**src/rtl/ps2_btnstate.sv**
```systemverilog
// ps2_btnstate: decodes a raw PS/2 keyboard stream into held-key levels (arrows, shoot, slow).
// Define PS2_WASD_EN to add W/S/A/D as separately held aliases of the arrow bits.
module ps2_btnstate #(
    parameter int unsigned TIMEOUT_CYC = 20000
) (
    input  logic       clk,
    input  logic       rst,
    input  logic       ps2_clk,
    input  logic       ps2_data,
    output logic [3:0] btnstate,
    output logic       shoot,
    output logic       slow,
    output logic       byte_valid,
    output logic       frame_err
);
    localparam int unsigned   TW      = $clog2(TIMEOUT_CYC + 1);
    localparam logic [TW-1:0] TO_MAX  = TW'(TIMEOUT_CYC);
    localparam logic [TW-1:0] TO_LAST = TW'(TIMEOUT_CYC - 1);

    typedef enum logic [1:0] {S_IDLE, S_EXT, S_BRK, S_EXT_BRK} state_t;

    logic          r_clk_s1, r_clk_s2, r_clk_prev, r_dat_s1, r_dat_s2;
    logic [3:0]    r_bitcnt;
    logic [9:0]    r_shift;
    logic [TW-1:0] r_tocnt;
    logic          r_byte_valid, r_frame_err;
    logic [7:0]    r_byte;
    state_t        r_state, w_state_next;
    logic [3:0]    r_arrow, w_arrow_next;
    logic          r_shoot, w_shoot_next, r_slow, w_slow_next;
    logic [3:0]    r_btn, w_btn_next;
    logic          w_fall, w_frame_ok, w_timeout;
    logic [10:0]   w_frame;
    logic          w_hit_ext, w_hit_norm, w_make;
`ifdef PS2_WASD_EN
    logic [3:0]    r_wasd, w_wasd_next;
`endif

    always_ff @(posedge clk or negedge rst) begin
        if (!rst) begin
            {r_clk_s1, r_clk_s2, r_clk_prev, r_dat_s1, r_dat_s2} <= '1;
        end else begin
            r_clk_s1   <= ps2_clk;
            r_clk_s2   <= r_clk_s1;
            r_clk_prev <= r_clk_s2;
            r_dat_s1   <= ps2_data;
            r_dat_s2   <= r_dat_s1;
        end
    end

    assign w_fall     = r_clk_prev & ~r_clk_s2;
    // Live bit completes the frame: bit0 (start) sits in r_shift[0], stop in w_frame[10].
    assign w_frame    = {r_dat_s2, r_shift};
    assign w_frame_ok = ~w_frame[0] & w_frame[10] & (^w_frame[9:1]);
    assign w_timeout  = (r_tocnt >= TO_LAST);

    always_ff @(posedge clk or negedge rst) begin
        if (!rst) begin
            r_bitcnt     <= '0;
            r_shift      <= '0;
            r_tocnt      <= '0;
            r_byte_valid <= 1'b0;
            r_frame_err  <= 1'b0;
            r_byte       <= '0;
        end else begin
            r_byte_valid <= 1'b0;
            r_frame_err  <= 1'b0;
            if (w_fall) begin
                r_tocnt <= '0;
                r_shift <= {r_dat_s2, r_shift[9:1]};
                if (r_bitcnt == 4'd10) begin
                    r_bitcnt <= '0;
                    if (w_frame_ok) begin
                        r_byte_valid <= 1'b1;
                        r_byte       <= w_frame[8:1];
                    end else begin
                        r_frame_err  <= 1'b1;
                    end
                end else begin
                    r_bitcnt <= r_bitcnt + 4'd1;
                end
            end else begin
                if (r_tocnt != TO_MAX) r_tocnt <= r_tocnt + 1'b1;
                if (r_bitcnt != 4'd0 && w_timeout) r_bitcnt <= '0;
            end
        end
    end

    always_comb begin
        w_state_next = r_state;
        w_arrow_next = r_arrow;
        w_shoot_next = r_shoot;
        w_slow_next  = r_slow;
`ifdef PS2_WASD_EN
        w_wasd_next  = r_wasd;
`endif
        w_hit_ext    = 1'b0;
        w_hit_norm   = 1'b0;
        w_make       = 1'b0;
        if (r_frame_err) begin
            w_state_next = S_IDLE;
        end else if (r_byte_valid) begin
            case (r_state)
                S_IDLE: begin
                    if (r_byte == 8'hE0)      w_state_next = S_EXT;
                    else if (r_byte == 8'hF0) w_state_next = S_BRK;
                    else begin
                        w_hit_norm = 1'b1;
                        w_make     = 1'b1;
                    end
                end
                S_EXT: begin
                    if (r_byte == 8'hF0)      w_state_next = S_EXT_BRK;
                    else if (r_byte == 8'hE0) w_state_next = S_EXT;
                    else begin
                        w_hit_ext    = 1'b1;
                        w_make       = 1'b1;
                        w_state_next = S_IDLE;
                    end
                end
                S_BRK: begin
                    w_hit_norm   = 1'b1;
                    w_state_next = S_IDLE;
                end
                default: begin
                    w_hit_ext    = 1'b1;
                    w_state_next = S_IDLE;
                end
            endcase
        end
        if (w_hit_ext) begin
            case (r_byte)
                8'h75:   w_arrow_next[3] = w_make;
                8'h72:   w_arrow_next[2] = w_make;
                8'h6B:   w_arrow_next[1] = w_make;
                8'h74:   w_arrow_next[0] = w_make;
                default: ;
            endcase
        end
        if (w_hit_norm) begin
            case (r_byte)
                8'h1A:   w_shoot_next   = w_make;
                8'h12:   w_slow_next    = w_make;
`ifdef PS2_WASD_EN
                8'h1D:   w_wasd_next[3] = w_make;
                8'h1B:   w_wasd_next[2] = w_make;
                8'h1C:   w_wasd_next[1] = w_make;
                8'h23:   w_wasd_next[0] = w_make;
`endif
                default: ;
            endcase
        end
    end

`ifdef PS2_WASD_EN
    assign w_btn_next = w_arrow_next | w_wasd_next;
`else
    assign w_btn_next = w_arrow_next;
`endif

    always_ff @(posedge clk or negedge rst) begin
        if (!rst) begin
            r_state <= S_IDLE;
            r_arrow <= '0;
            r_shoot <= 1'b0;
            r_slow  <= 1'b0;
            r_btn   <= '0;
`ifdef PS2_WASD_EN
            r_wasd  <= '0;
`endif
        end else begin
            r_state <= w_state_next;
            r_arrow <= w_arrow_next;
            r_shoot <= w_shoot_next;
            r_slow  <= w_slow_next;
            r_btn   <= w_btn_next;
`ifdef PS2_WASD_EN
            r_wasd  <= w_wasd_next;
`endif
        end
    end

    assign btnstate   = r_btn;
    assign shoot      = r_shoot;
    assign slow       = r_slow;
    assign byte_valid = r_byte_valid;
    assign frame_err  = r_frame_err;

endmodule
```
**config.mk**
```make
export PLATFORM = sky130hd
export DESIGN_NAME = ps2_btnstate
export DESIGN_NICKNAME = d
export VERILOG_FILES = /design/src/rtl/ps2_btnstate.sv
export SDC_FILE = /design/constraint.sdc
export NUM_CORES = 1
export LEC_CHECK = 0
export ABC_AREA = 1
export CORE_MARGIN = 5
export CORE_UTILIZATION = 50
export DETAILED_ROUTE_END_ITERATION = 12
export PLACE_DENSITY_LB_ADDON = 0.08
export RECOVER_POWER = 25
export REMOVE_ABC_BUFFERS = 1
export SYNTH_ARGS = -nofsm -noshare
export SYNTH_HDL_FRONTEND = slang
export SYNTH_SLANG_ARGS = --single-unit
export TNS_END_PERCENT = 10
```
**constraint.sdc**
```tcl
create_clock -name clk -period 1.4 [get_ports clk]
set_input_delay 0.14 -clock clk [delete_from_list [all_inputs] [get_ports clk]]
set_output_delay 0.14 -clock clk [all_outputs]
set_load 0.03 [all_outputs]
```
==> metrics.txt, run 1 <==
fin crit period between 1 and 1.5 ns; Core Util, Final between 60% and 70%; Initial Util roughly 52%; final antenna-violating net count 0; vias post-DR 2300; global-route wire length before repair between 9000 and 10000 um; crit start category register; 1st-pass router iterations 4; Clock Pin Slew Worst Setup and Hold Paths ~0.090 ns; Worst-Skew Late Latency about 0.3 ns; Seq cells post-synth 52; initial antenna violation count 0; Synth area leaders dfrtp_1 45%, nand2_1 13%, inv_1 7.1%, dfstp_2 5.0%, o21ai_0 4.7%; total wire length around 5700 um; synthesized instance count approximately 330; diode count 0; most frequent CP cell nand2_1; Worst Max-Slew Pin Slew 0.699 ns; Worst Path Max Fanout 5; crit path kind reg -> reg; CTS tree yes; FMAX slightly below 700 MHz; std cell rows 26; dpl hpwl between 3000 and 4000 um; slowest stage delay, CP about 0.45 ns; core area just over 5000 um^2; Yosys Warn Count 0; placed instance count 445; register area share after synthesis between 40% and 50%; share of cells above drive strength 1 approximately a quarter; post-synth top area cell dfrtp_1; total of fill cells in the finished design between 400 and 500; routed len/inst 12.5 um; Mean Syn Cell Area just under 8 um^2; DIE AREA just under 7000 um^2; Final Hold Viols 0; DRT iter0 DRCs between 100 and 150; Setup Viol. Count Final 10; crit path cell chain inv_2 -> nand2_1 -> nand2_1 -> nand2_2 -> nand3_2 -> nand3_2 -> nand2_8 -> nand3_4 -> nand2_2 -> nand2_1; failing checks negative setup slack; synthesis-to-layout area growth 27.5%; Design Area, Final 3370 um^2; final worst setup slack -0.0676 ns; area post-placement between 3000 and 4000 um^2; WHS Path Cells 0; leakage power approximately 1.6 nW; largest net degree at the start of global routing 53; peak supply drop ~0.69 mV; pwr dens around 1100 nW/um^2; CP arrival 1.66 ns; Tot Pwr slightly below 4 mW; IO buf count 11; Top Ports 12; Tcrit/Tclk final 105%; Hold Worst Slack ~0.36 ns; Vias per Instance 5.02; type of the worst min-delay path reg -> reg; critical path required time about 1.6 ns; post-synth top area share ~45%; Setup WS pre-CTS -0.105 ns; Nets between 300 and 400; Die Ht approximately 83 um; global placer's final weighted congestion 0.825; total negative setup slack -0.241 ns; Slew Viols, Final 0; Layout Cells excl Fill 458; worst r2r path cells 10; Yosys cell types 28; vias in the first global route around 2300; MaxCap Viol Count 0; Worst setup EP type register; Post-Syn Area approximately 2600 um^2; Die W approximately 83 um; htree depth 2; RSZ-0062 raised after global routing true; clock sink count 52; CTS Root Cell clkbuf_8; status finished, violations left; number of buffers created by CTS 5; drc violations 0; Worst path slowest cell dfrtp_2; CTS max path bufs 2; Rel. slew slack approximately 53%; Total Routing Usage GR a little under a fifth; GRT Residual Overflow 0; Fin Clk Skew approximately 0.0096 ns
-- per-layer routing --
layer	GRT usage (%)	up-vias	wire length (um)
met3	3.25	5	120
met5	0	-	0
met2	33.7	24	3030
met1	21.0	1088	2540
li1	-	1183	-
met4	4.90	0	48
-- critical path, delay by kind of cell (launching register included) --
kind | cells | cell delay, ns
buf+inv | 1 | 0.08
flops | 1 | 0.45
simple gates | 9 | 0.84
-- cells by family after synthesis --
kind of cell | after synthesis | synth area share (%)
compound gates | 41 | 8.06
xor+xnor | 6 | 1.99
fa+ha+maj | 5 | 2.37
buf+inv | 55 | 7.82
flops | 52 | 49.5
simple gates | 174 | 30.2
-- path summary, 6_finish.rpt --
path | slack, ns | start | endpoint
worst max-delay path | -0.07 | r_shift[5]$_DFFE_PN0P_ | r_byte[7]$_DFFE_PN0P_
worst min-delay path | 0.36 | r_clk_s1$_DFF_PN1_ | r_clk_s2$_DFF_PN1_
worst max register to register | -0.07 | r_shift[5]$_DFFE_PN0P_ | r_byte[7]$_DFFE_PN0P_
worst min register to register | 0.36 | r_clk_s1$_DFF_PN1_ | r_clk_s2$_DFF_PN1_
max in group asynchronous | 0.37 | rst | r_tocnt[3]$_DFFE_PN0P_
min in group asynchronous | 0.53 | rst | r_shift[8]$_DFFE_PN0P_
-- synth_stat cells --
| cell type | number |
|---|---|
| a21boi_0 | 1 |
| a21oi_1 | 10 |
| a2bb2oi_1 | 1 |
| a31oi_1 | 1 |
| and2_1 | 1 |
| clkbuf_1 | 4 |
| dfrtp_1 | 47 |
| dfstp_2 | 5 |
| ha_1 | 5 |
| inv_1 | 50 |
| inv_2 | 1 |
| nand2_1 | 90 |
| nand2_2 | 4 |
| nand2_4 | 1 |
| nand3_1 | 21 |
| nand3_2 | 2 |
| nand3_4 | 1 |
| nand3b_1 | 1 |
| nand4_1 | 12 |
| nor2_1 | 22 |
| nor2_2 | 2 |
| nor3_1 | 11 |
| nor3_2 | 1 |
| nor4_1 | 5 |
| o21ai_0 | 25 |
| o21ai_1 | 3 |
| xnor2_1 | 1 |
| xor2_1 | 5 |
-- power breakdown --
part	internal (mW)	switching, mW	leakage [nW]
clock network	0.405	0.477	0.0455
registers	1.67	0.173	0.686
logic	0.487	0.650	0.901
-- layout make-up --
cell class              instances  area, um^2  area share, %
multi-input cells             228        1300           38.6
inverters                      51         191           5.69
repair buffers                 49         387           11.5
clock buffers                   8        90.1           2.68
well taps                      70        87.6           2.60
flip-flops and latches         52        1310           39.0
-- cell usage in the layout, fill, tap and decap left out, types with 2 or more instances in the layout --
cell           count
nand2_2           12
dfstp_2            5
a21oi_1           10
buf_4             35
ha_1               4
o21ai_0           21
clkbuf_1           2
xor2_1             5
nor3_1             9
nand3_2            4
nor4_1             2
nand2_1           82
dfrtp_1           43
nor4_2             3
nand3_1           18
dlygate4sd2_1      8
dlygate4sd3_1      3
nor3_2             3
inv_1             42
inv_2              9
clkbuf_8           6
nand3_4            3
nor2_2             3
o21ai_2            2
nand4_1           12
o21ai_1            5
nor2_4             4
nor2_1            17
dfrtp_2            4
-- registers in the layout, indices dropped and copies added, names as in the netlist --
signal      flops
r_clk_s2        1
r_state         2
r_tocnt        15
r_dat_s1        1
r_shift        10
slow            1
shoot           1
byte_valid      1
r_clk_s1        1
r_dat_s2        1
r_byte          8
frame_err       1
btnstate        4
r_bitcnt        4
r_clk_prev      1
-- repair_timing --
action                                  4_1_cts  5_1_grt
resized for setup                            21       40
hold endpoints to repair                     47        0
pin swaps                                     1        6
cloned                                        0        2
buffers inserted                              0        2
hold buffers                                  1        0
endpoints found under the setup margin       31       32
Power figures use the tool's default switching activity.
==> inputs of run 2 (changes only) <==
Settings changed: CAP_MARGIN set to 0, CTS_BUF_LIST set to sky130_fd_sc_hd__clkbuf_8, SLEW_MARGIN set to 20.
==> metrics.txt, run 2 (synthesis gave the netlist of run 1 again) <==
status finished, violations left; failing checks negative setup slack; total of fill cells in the finished design about 460; Vias per Instance 5.04; crit path kind reg -> reg; peak supply drop about 0.69 mV; Tcrit/Tclk final 105%; DRT iter0 DRCs ~120; vias in the first global route ~2300; crit start category register; largest registers r_tocnt (15), r_shift (10), r_byte (8); global placer's final weighted congestion 0.825; std cell rows 26; pwr dens about 1100 nW/um^2; dpl hpwl just under 4000 um; Worst-Skew Late Latency approximately 0.31 ns; WHS Path Cells 0; share of cells above drive strength 1 between 20% and 30%; FMAX between 600 and 700 MHz; core area 5110 um^2; vias post-DR between 2000 and 2500; largest net degree at the start of global routing 53; Pint ~2.5 mW; CP arrival between 1.5 and 2 ns; leakage power approximately 1.6 nW; initial antenna violation count 0; Clock Pin Slew Worst Setup and Hold Paths 0.10 ns; routed len/inst around 13 um; Final Hold Viols 0; most common cell after layout, fill and taps aside nand2_1; switching part of the total 34.1%; type of the worst min-delay path reg -> reg; Top Ports 12; Worst setup EP type register; flop2flop setup slack -0.08 ns; Nets 396; sequential share of power between 40% and 50%; Switch Pwr 1.31 mW; fin crit period about 1.5 ns; synthesis-to-layout area growth 27.5%; CTS Root Cell clkbuf_8; final antenna-violating net count 0; drc violations 0; Setup Viol. Count Final 10; Fin Clk Skew around 0.016 ns; Slew Viols, Final 0; htree depth 2; highest-count cells in the layout ignoring fill and taps 82 x nand2_1, 44 x inv_1, 43 x dfrtp_1, 35 x buf_4, 21 x o21ai_0; Setup WS pre-CTS -0.105 ns; Rel. slew slack 53.6%; Largest register FFs 15; GRT Residual Overflow 0; Top reg by flops r_tocnt; worst r2r path cells 10; CTS max path bufs 2; MaxCap Viol Count 0; IO buf count 11; RSZ-0062 raised after global routing true; number of buffers created by CTS 5; diode count 0; Core Util, Final between 60% and 70%; critical path required time ~1.6 ns; Clock Power Share about 23%; total wire length between 5000 and 6000 um; Total Routing Usage GR between 10% and 20%; Logic pwr share between 20% and 30%; global-route wire length before repair 9560 um; Layout Cells excl Fill around 460; Die W roughly 83 um; DIE AREA around 6800 um^2; Worst Path Max Fanout 5; Die Ht between 80 and 90 um; Initial Util 51.7%; final worst setup slack -0.0760 ns; clock sink count 52; 1st-pass router iterations 4; Worst Max-Slew Pin Slew 0.695 ns; CTS tree yes; placed instance count about 450
[run 2: changes by cell type in the layout (fill, tap and decap cells not counted)]
cell / delta
inv_1: +2
clkbuf_1: -2
[run 2: power by group through the flow]
stage	Combinational (mW)	Sequential [mW]	Clock (mW)
after floorplan	0.586	1.82	0
after global placement	0.921	1.83	0
after detailed placement	0.956	1.84	0
after CTS	0.967	1.82	0.890
after global routing	1.27	1.86	0.951
final	1.14	1.84	0.880
[run 2: worst max-delay path, cell delays in order (launching register included)]
cell	delay, ns
dfrtp_1	0.43
inv_2	0.08
nand2_1	0.05
nand2_1	0.07
nand2_2	0.07
nand3_2	0.10
nand3_2	0.16
nand2_8	0.13
nand3_4	0.10
nand2_2	0.11
nand2_1	0.06
[run 2: stage by stage]
stage	cell area, um^2	hold slack, ns	power [mW]	TNS (ns)
6_report	3370	0.361	3.86	-0.306
5_1_grt	3370	0.364	4.08	-1.88
4_1_cts	3210	0.258	3.68	-0.461
3_3_place_gp	3090	0.154	2.75	-0.270
3_5_place_dp	3090	0.158	2.80	-1.06
2_1_floorplan	2620	-0.156	2.41	-17.94
[run 2: area by class of cell]
cell class,instances,area [um^2],area share [%]
Clock buffer,6,82.6,2.45
Multi-Input combinational cell,228,1300,38.6
Inverter,51,191,5.69
Timing Repair Buffer,49,387,11.5
Clock inverter,2,7.51,0.223
Sequential cell,52,1310,39.0
Tap cell,70,87.6,2.60
[run 2: repair_timing]
action | 4_1_cts | 5_1_grt
setup buffers | 0 | 2
endpoints found under the hold margin | 47 | 0
setup endpoints to repair | 31 | 32
cloned | 0 | 2
pin swaps | 1 | 6
hold buffers | 1 | 0
gates resized for setup | 21 | 40
[run 2: metal layers]
| metal | up-vias | routed length (um) | part of all wire (%) | global-route usage [%] |
|---|---|---|---|---|
| met3 | 5 | 111 | 1.9 | 3.25 |
| met5 | - | 0 | 0 | 0 |
| met1 | 1100 | 2570 | 45 | 21.1 |
| met4 | 0 | 48 | 0.84 | 4.90 |
| met2 | 20 | 3010 | 52 | 33.7 |
| li1 | 1184 | - | - | - |
[run 2: worst paths after layout]
kind / end / start
setup / recovery: r_byte[7]$_DFFE_PN0P_ / r_shift[8]$_DFFE_PN0P_
hold / removal: r_clk_s2$_DFF_PN1_ / r_clk_s1$_DFF_PN1_
setup reg to reg: r_byte[7]$_DFFE_PN0P_ / r_shift[8]$_DFFE_PN0P_
hold reg to reg: r_clk_s2$_DFF_PN1_ / r_clk_s1$_DFF_PN1_
max in group asynchronous: r_tocnt[3]$_DFFE_PN0P_ / rst
min in group asynchronous: r_shift[8]$_DFFE_PN0P_ / rst
==> inputs of run 3 (changes only) <==
Settings changed: SLEW_MARGIN 20 to not set.
==> results of run 3 <==
Same layout as run 2: the final DEF is identical, and so are final timing and power.
